### config.mk
export PLATFORM = sky130hd
export DESIGN_NAME = rcc_rst_seq
export DESIGN_NICKNAME = d
export VERILOG_FILES = /design/src/rtl/rcc_pkg.sv /design/src/rtl/rcc_sync2.sv /design/src/rtl/rcc_rst_seq.sv
export SDC_FILE = /design/constraint.sdc
export NUM_CORES = 1
export LEC_CHECK = 0
export ABC_AREA = 1
export CAP_MARGIN = 20
export CELL_PAD_IN_SITES_DETAIL_PLACEMENT = 0
export CELL_PAD_IN_SITES_GLOBAL_PLACEMENT = 1
export CORE_ASPECT_RATIO = 1.1
export CORE_MARGIN = 4
export CORE_UTILIZATION = 41
export DETAILED_ROUTE_END_ITERATION = 7
export GPL_ROUTABILITY_DRIVEN = 0
export PLACE_DENSITY = 0.9
export SYNTH_ARGS = -nofsm -noshare
export SYNTH_HDL_FRONTEND = slang
export SYNTH_SLANG_ARGS = --single-unit
export TNS_END_PERCENT = 30
### constraint.sdc
create_clock -name module_clk -period 3.1 [get_ports module_clk]
set_input_delay 0.62 -clock module_clk [delete_from_list [all_inputs] [get_ports module_clk]]
set_output_delay 0.62 -clock module_clk [all_outputs]
set_load 0.05 [all_outputs]
### src/rtl/rcc_pkg.sv
// Shared definitions for the RCC reset sequencer: state encodings, reset-cause
// bit positions and default timing parameters.
package rcc_pkg;

  typedef logic [2:0] state_t;

  localparam state_t WAIT_LOCK = 3'd0;
  localparam state_t HOLD      = 3'd1;
  localparam state_t REL_SYS   = 3'd2;
  localparam state_t REL_APB0  = 3'd3;
  localparam state_t REL_APB1  = 3'd4;
  localparam state_t REL_APB2  = 3'd5;
  localparam state_t RUN       = 3'd6;

  localparam int POR = 0;
  localparam int SW  = 1;
  localparam int WDG = 2;

  localparam logic [2:0] CAUSE_AT_RESET = 3'b001;

  localparam int DEF_LOCK_FILTER    = 8;
  localparam int DEF_STRETCH_CYCLES = 16;
  localparam int DEF_STAGE_GAP      = 4;
  localparam int DEF_CNT_W          = 8;

endpackage

### src/rtl/rcc_sync2.sv
// Two-flop synchronizer for a single asynchronous level, cleared by a
// synchronous active-high reset.
module rcc_sync2 (
  input  logic clk,
  input  logic rst,
  input  logic d,
  output logic q
);

  logic meta;

  // NOTE: non-blocking assignments keep both flops sampling on the same edge,
  // which is what makes this a two-stage shift rather than a single wire.
  always_ff @(posedge clk) begin
    if (rst) begin
      meta <= 1'b0;
      q    <= 1'b0;
    end else begin
      meta <= d;
      q    <= meta;
    end
  end

endmodule

### src/rtl/rcc_rst_seq.sv
// RCC reset sequencer: qualifies PLL lock, stretches reset, releases the system
// and APB domains in a staggered order, and records the last reset cause.
module rcc_rst_seq
  import rcc_pkg::*;
#(
  parameter int LOCK_FILTER    = DEF_LOCK_FILTER,
  parameter int STRETCH_CYCLES = DEF_STRETCH_CYCLES,
  parameter int STAGE_GAP      = DEF_STAGE_GAP,
  parameter int CNT_W          = DEF_CNT_W
) (
  input  logic       module_clk,
  input  logic       module_rst,
  input  logic       pll_locked,
  input  logic       sw_rst_req,
  input  logic       wdg_rst_req,
  input  logic       cause_clr,
  output logic       sys_root_rstn,
  output logic       apb0_root_rstn,
  output logic       apb1_root_rstn,
  output logic       apb2_root_rstn,
  output logic       rst_busy,
  output logic [2:0] rst_cause
);

  state_t           state, state_nxt;
  logic [CNT_W-1:0] cnt, cnt_nxt;
  logic [3:0]       rel, rel_nxt;   // {apb2, apb1, apb0, sys}, 1 = released
  logic [2:0]       cause_nxt;
  logic             lock_s;
  logic             req;

  rcc_sync2 u_lock_sync (
    .clk (module_clk),
    .rst (module_rst),
    .d   (pll_locked),
    .q   (lock_s)
  );

  assign req = sw_rst_req | wdg_rst_req;

  // NOTE: every variable gets a default before the case so no path leaves one
  // unassigned, which would otherwise infer a latch.
  always_comb begin
    state_nxt = state;
    cnt_nxt   = cnt + CNT_W'(1);
    rel_nxt   = rel;

    unique case (state)
      WAIT_LOCK: begin
        rel_nxt = '0;
        if (!lock_s) begin
          cnt_nxt = '0;
        end else if (cnt == CNT_W'(LOCK_FILTER)) begin
          state_nxt = HOLD;
          cnt_nxt   = '0;
        end
      end
      HOLD: begin
        rel_nxt = '0;
        if (cnt == CNT_W'(STRETCH_CYCLES - 1)) begin
          state_nxt  = REL_SYS;
          cnt_nxt    = '0;
          rel_nxt[0] = 1'b1;
        end
      end
      REL_SYS: begin
        if (cnt == CNT_W'(STAGE_GAP - 1)) begin
          state_nxt  = REL_APB0;
          cnt_nxt    = '0;
          rel_nxt[1] = 1'b1;
        end
      end
      REL_APB0: begin
        if (cnt == CNT_W'(STAGE_GAP - 1)) begin
          state_nxt  = REL_APB1;
          cnt_nxt    = '0;
          rel_nxt[2] = 1'b1;
        end
      end
      REL_APB1: begin
        if (cnt == CNT_W'(STAGE_GAP - 1)) begin
          state_nxt  = REL_APB2;
          cnt_nxt    = '0;
          rel_nxt[3] = 1'b1;
        end
      end
      REL_APB2: begin
        state_nxt = RUN;
        cnt_nxt   = '0;
      end
      RUN: begin
        cnt_nxt = '0;
      end
      default: begin
        state_nxt = WAIT_LOCK;
        cnt_nxt   = '0;
        rel_nxt   = '0;
      end
    endcase

    // Lock loss outranks a request; both abort whatever progression was chosen.
    if (state != WAIT_LOCK) begin
      if (!lock_s) begin
        state_nxt = WAIT_LOCK;
        cnt_nxt   = '0;
        rel_nxt   = '0;
      end else if (req) begin
        state_nxt = HOLD;
        cnt_nxt   = '0;
        rel_nxt   = '0;
      end
    end

    cause_nxt      = rst_cause & {3{~cause_clr}};
    cause_nxt[SW]  = cause_nxt[SW]  | sw_rst_req;
    cause_nxt[WDG] = cause_nxt[WDG] | wdg_rst_req;
  end

  // Busy drops together with the last domain release, one edge ahead of RUN.
  always_ff @(posedge module_clk) begin
    if (module_rst) begin
      state     <= WAIT_LOCK;
      cnt       <= '0;
      rel       <= '0;
      rst_busy  <= 1'b1;
      rst_cause <= CAUSE_AT_RESET;
    end else begin
      state     <= state_nxt;
      cnt       <= cnt_nxt;
      rel       <= rel_nxt;
      rst_busy  <= ~rel_nxt[3];
      rst_cause <= cause_nxt;
    end
  end

  assign sys_root_rstn  = rel[0];
  assign apb0_root_rstn = rel[1];
  assign apb1_root_rstn = rel[2];
  assign apb2_root_rstn = rel[3];

endmodule
==> flow_summary.ini <==
[job]
timing.max_cap.violations = 0

[min_path]
min_path_type = register to register

[routing]
final_antenna_net_count = 0
total_number_of_vias = 856
drt_drc_violations_left = 0
wire_per_inst_um = 9.92
drt_first_iter_violations = 14
detail_route.vias_per_cell = 4.55
routed_wl_mm = 1.87
first_pass_iters = 4

[setup_path]
slowest_stage = sky130_fd_sc_hd__clkdlybuf4s50_1
slowest_delay_ps = 800
crit_fanout = 2
critical_path_type = register to output port
cp.arrival_ps = 1480
worst_path_top_cell_family_by_delay = buffers and inverters
critical_path.cell_chain = clkdlybuf4s50_1
worst_setup_path_end_kind = output port
cp-start-kind = register
critPathBufInv = 1
critical_path_required_ps = 2480

[clocking]
count_of_buffers_added_by_post_cts_timing_repair_for_setup = 0
clock_tree_sinks = 21
clock-root-buffer = sky130_fd_sc_hd__clkbuf_4
post_cts_resized = 0
max-clock-path-buffers = 2
cts-hold-fix-buffers = 0
cts_tree = done
insertion_delay_ps = 310
register_clock_pin_slew_on_the_reported_worst_setup_and_hold_paths_ps = 120
clock_tree.htree_level_count = 1
numCtsBuffers = 3

[final_layout]
area_delta_synth_final_pct = 18.4
utilization_pct = 50.2
fillCellCount = 255
multi_input_area_um2 = 536
final-seq-area_um2 = 420
nets_final = 166
drive_above_1_share_pct = 21.7
antennaDiodeCount = 0

[logic_synthesis]
synthArstFlopShare_pct = 0
synthesis.area_per_instance_um2 = 7.56
postSynthRegisterBits = 21
synth-edff-count = 0
mappedNetlistNets = 148
synth_area_um2 = 1060
number_of_warnings_printed_during_yosys_synthesis = 0
syn_inst = 140
predominant_post_synthesis_flop_cell = sky130_fd_sc_hd__dfxtp_1
part_of_the_yosys_area_used_for_sequential_elements_pct = 39.7
yosys.cell_types.count = 24

[power_and_ir_drop]
vdd_drop_max_mv = 0.216
total_power_w = 0.000447
power-per-cell-area_nw_per_um2 = 356
cellLeakagePower_nw = 0.532

[sta]
setup-violations-final = 0
rsz0062_at_grt = no
final.period_utilization_pct = 67.6
finalHoldViolCount = 0
fin_setup_tns_ps = 0
worst-slew-pin-transition_ps = 498
slew_violations = 0
maxSlewHeadroom_pct = 66.7
worst_clock_skew_ps = 8.51
final.min_clock_period_ps = 2100
achievable-frequency_mhz = 477

[floorplanning]
die_area_um2 = 3460
initial_core_util_pct = 42.4
chipWidth_um = 56.4
std_cell_rows = 19
floorplan.core_area_um2 = 2500
die_h_um = 61.3
floorplan.io_pins = 14

[global_routing]
grt_start_max_net_pins = 12
antenna_found_initial = 0
global_route_usage_sum_pct = 12.6
wire_length_of_the_first_global_routing_pass_mm = 3.34
global_route_overflow = 0
grt_pass1_vias = 807

[run_status]
run_status = finished clean

[placement]
place.port_buffers = 13
final_hpwl_dp_mm = 1.52
-- cells by family (layout without fill, tap and decap cells) --
family	Yosys count	count (layout)	share of synthesized area [%]
compound gates	11	11	5.91
xor+xnor	6	6	4.96
fa+ha+maj	2	2	2.36
buf+inv	27	44	9.69
flops	21	21	39.7
simple gates	73	73	37.4
-- layer usage --
metal	share of wire (%)	global-route usage (%)
met1	47	14.3
met2	48	21.5
met3	2.5	3.77
met5	0	0
met4	1.9	6.78
-- final cells by class --
class | instances | area share (%)
clock buffers | 4 | 2.10
inverters | 27 | 8.18
multi-input cells | 92 | 42.7
flip-flops and latches | 21 | 33.5
well taps | 31 | 3.09
repair buffers | 13 | 10.4
-- path summary, 6_finish.rpt --
kind	startpoint	to	slack [ps]	depth (start not counted)
setup / recovery	rel[0]	sys_root_rstn	1000	1
hold / removal	u_lock_sync.meta	u_lock_sync.q	410	2
setup reg to reg	cnt[0]	cnt[4]	1680	6
hold reg to reg	u_lock_sync.meta	u_lock_sync.q	410	2
-- cell usage in the layout, fill, tap and decap left out --
master / count
sky130_fd_sc_hd__nand2_1: 18
sky130_fd_sc_hd__nand2_2: 3
sky130_fd_sc_hd__o21ai_1: 2
sky130_fd_sc_hd__o21ai_0: 2
sky130_fd_sc_hd__dfxtp_1: 21
sky130_fd_sc_hd__inv_1: 23
sky130_fd_sc_hd__nor3_2: 1
sky130_fd_sc_hd__nand3_1: 7
sky130_fd_sc_hd__nor2_4: 1
sky130_fd_sc_hd__clkbuf_4: 3
sky130_fd_sc_hd__a21oi_1: 5
sky130_fd_sc_hd__nand2_4: 2
sky130_fd_sc_hd__ha_1: 2
sky130_fd_sc_hd__nand4_1: 2
sky130_fd_sc_hd__nor2_2: 13
sky130_fd_sc_hd__nand3b_1: 1
sky130_fd_sc_hd__xor2_1: 4
sky130_fd_sc_hd__inv_2: 3
sky130_fd_sc_hd__nor3_1: 1
sky130_fd_sc_hd__clkbuf_1: 1
sky130_fd_sc_hd__nand4_2: 1
sky130_fd_sc_hd__nand3_2: 4
sky130_fd_sc_hd__xnor2_1: 2
sky130_fd_sc_hd__o21ai_2: 2
sky130_fd_sc_hd__clkinv_2: 1
sky130_fd_sc_hd__clkdlybuf4s50_1: 13
sky130_fd_sc_hd__nor2_1: 19
-- report_power, final --
group / internal, W / switching [W]
registers: 0.000274 / 0.00000217
logic: 0.0000145 / 0.0000210
clock network: 0.0000503 / 0.0000849
-- cell usage after synthesis (3+ instances only) --
cell | n | area (µm²)
sky130_fd_sc_hd__xor2_1 | 4 | 35.0
sky130_fd_sc_hd__nand2_2 | 3 | 18.8
sky130_fd_sc_hd__inv_2 | 3 | 11.3
sky130_fd_sc_hd__nor2_2 | 13 | 81.3
sky130_fd_sc_hd__dfxtp_1 | 21 | 420
sky130_fd_sc_hd__inv_1 | 23 | 86.3
sky130_fd_sc_hd__a21oi_1 | 5 | 25.0
sky130_fd_sc_hd__nand3_2 | 4 | 40.0
sky130_fd_sc_hd__nand3_1 | 7 | 35.0
sky130_fd_sc_hd__nor2_1 | 19 | 71.3
sky130_fd_sc_hd__nand2_1 | 18 | 67.6
-- tightest hold or removal path, cell delays in order, from the launching register on --
cell and delay [ps]:
sky130_fd_sc_hd__dfxtp_1 310, sky130_fd_sc_hd__inv_1 40, sky130_fd_sc_hd__nor2_1 30
-- stage by stage --
stage               hold WS [ps]  cell area, µm²  setup WS [ps]  instances
floorplan                    388            1060           1810        140
global placement             393            1230           1310        184
CTS                          413            1250            985        188
global route                 435            1250            938        188
finish                       410            1250           1000        188
detailed placement           396            1230           1280        184
-- registers in the layout (all words and copies together) (netlist names) --
signal            cells
cnt                   8
rel                   4
rst_cause             3
state                 3
rst_busy              1
u_lock_sync.meta      1
u_lock_sync.q         1
Note: power is estimated with default switching activity, not from simulation.
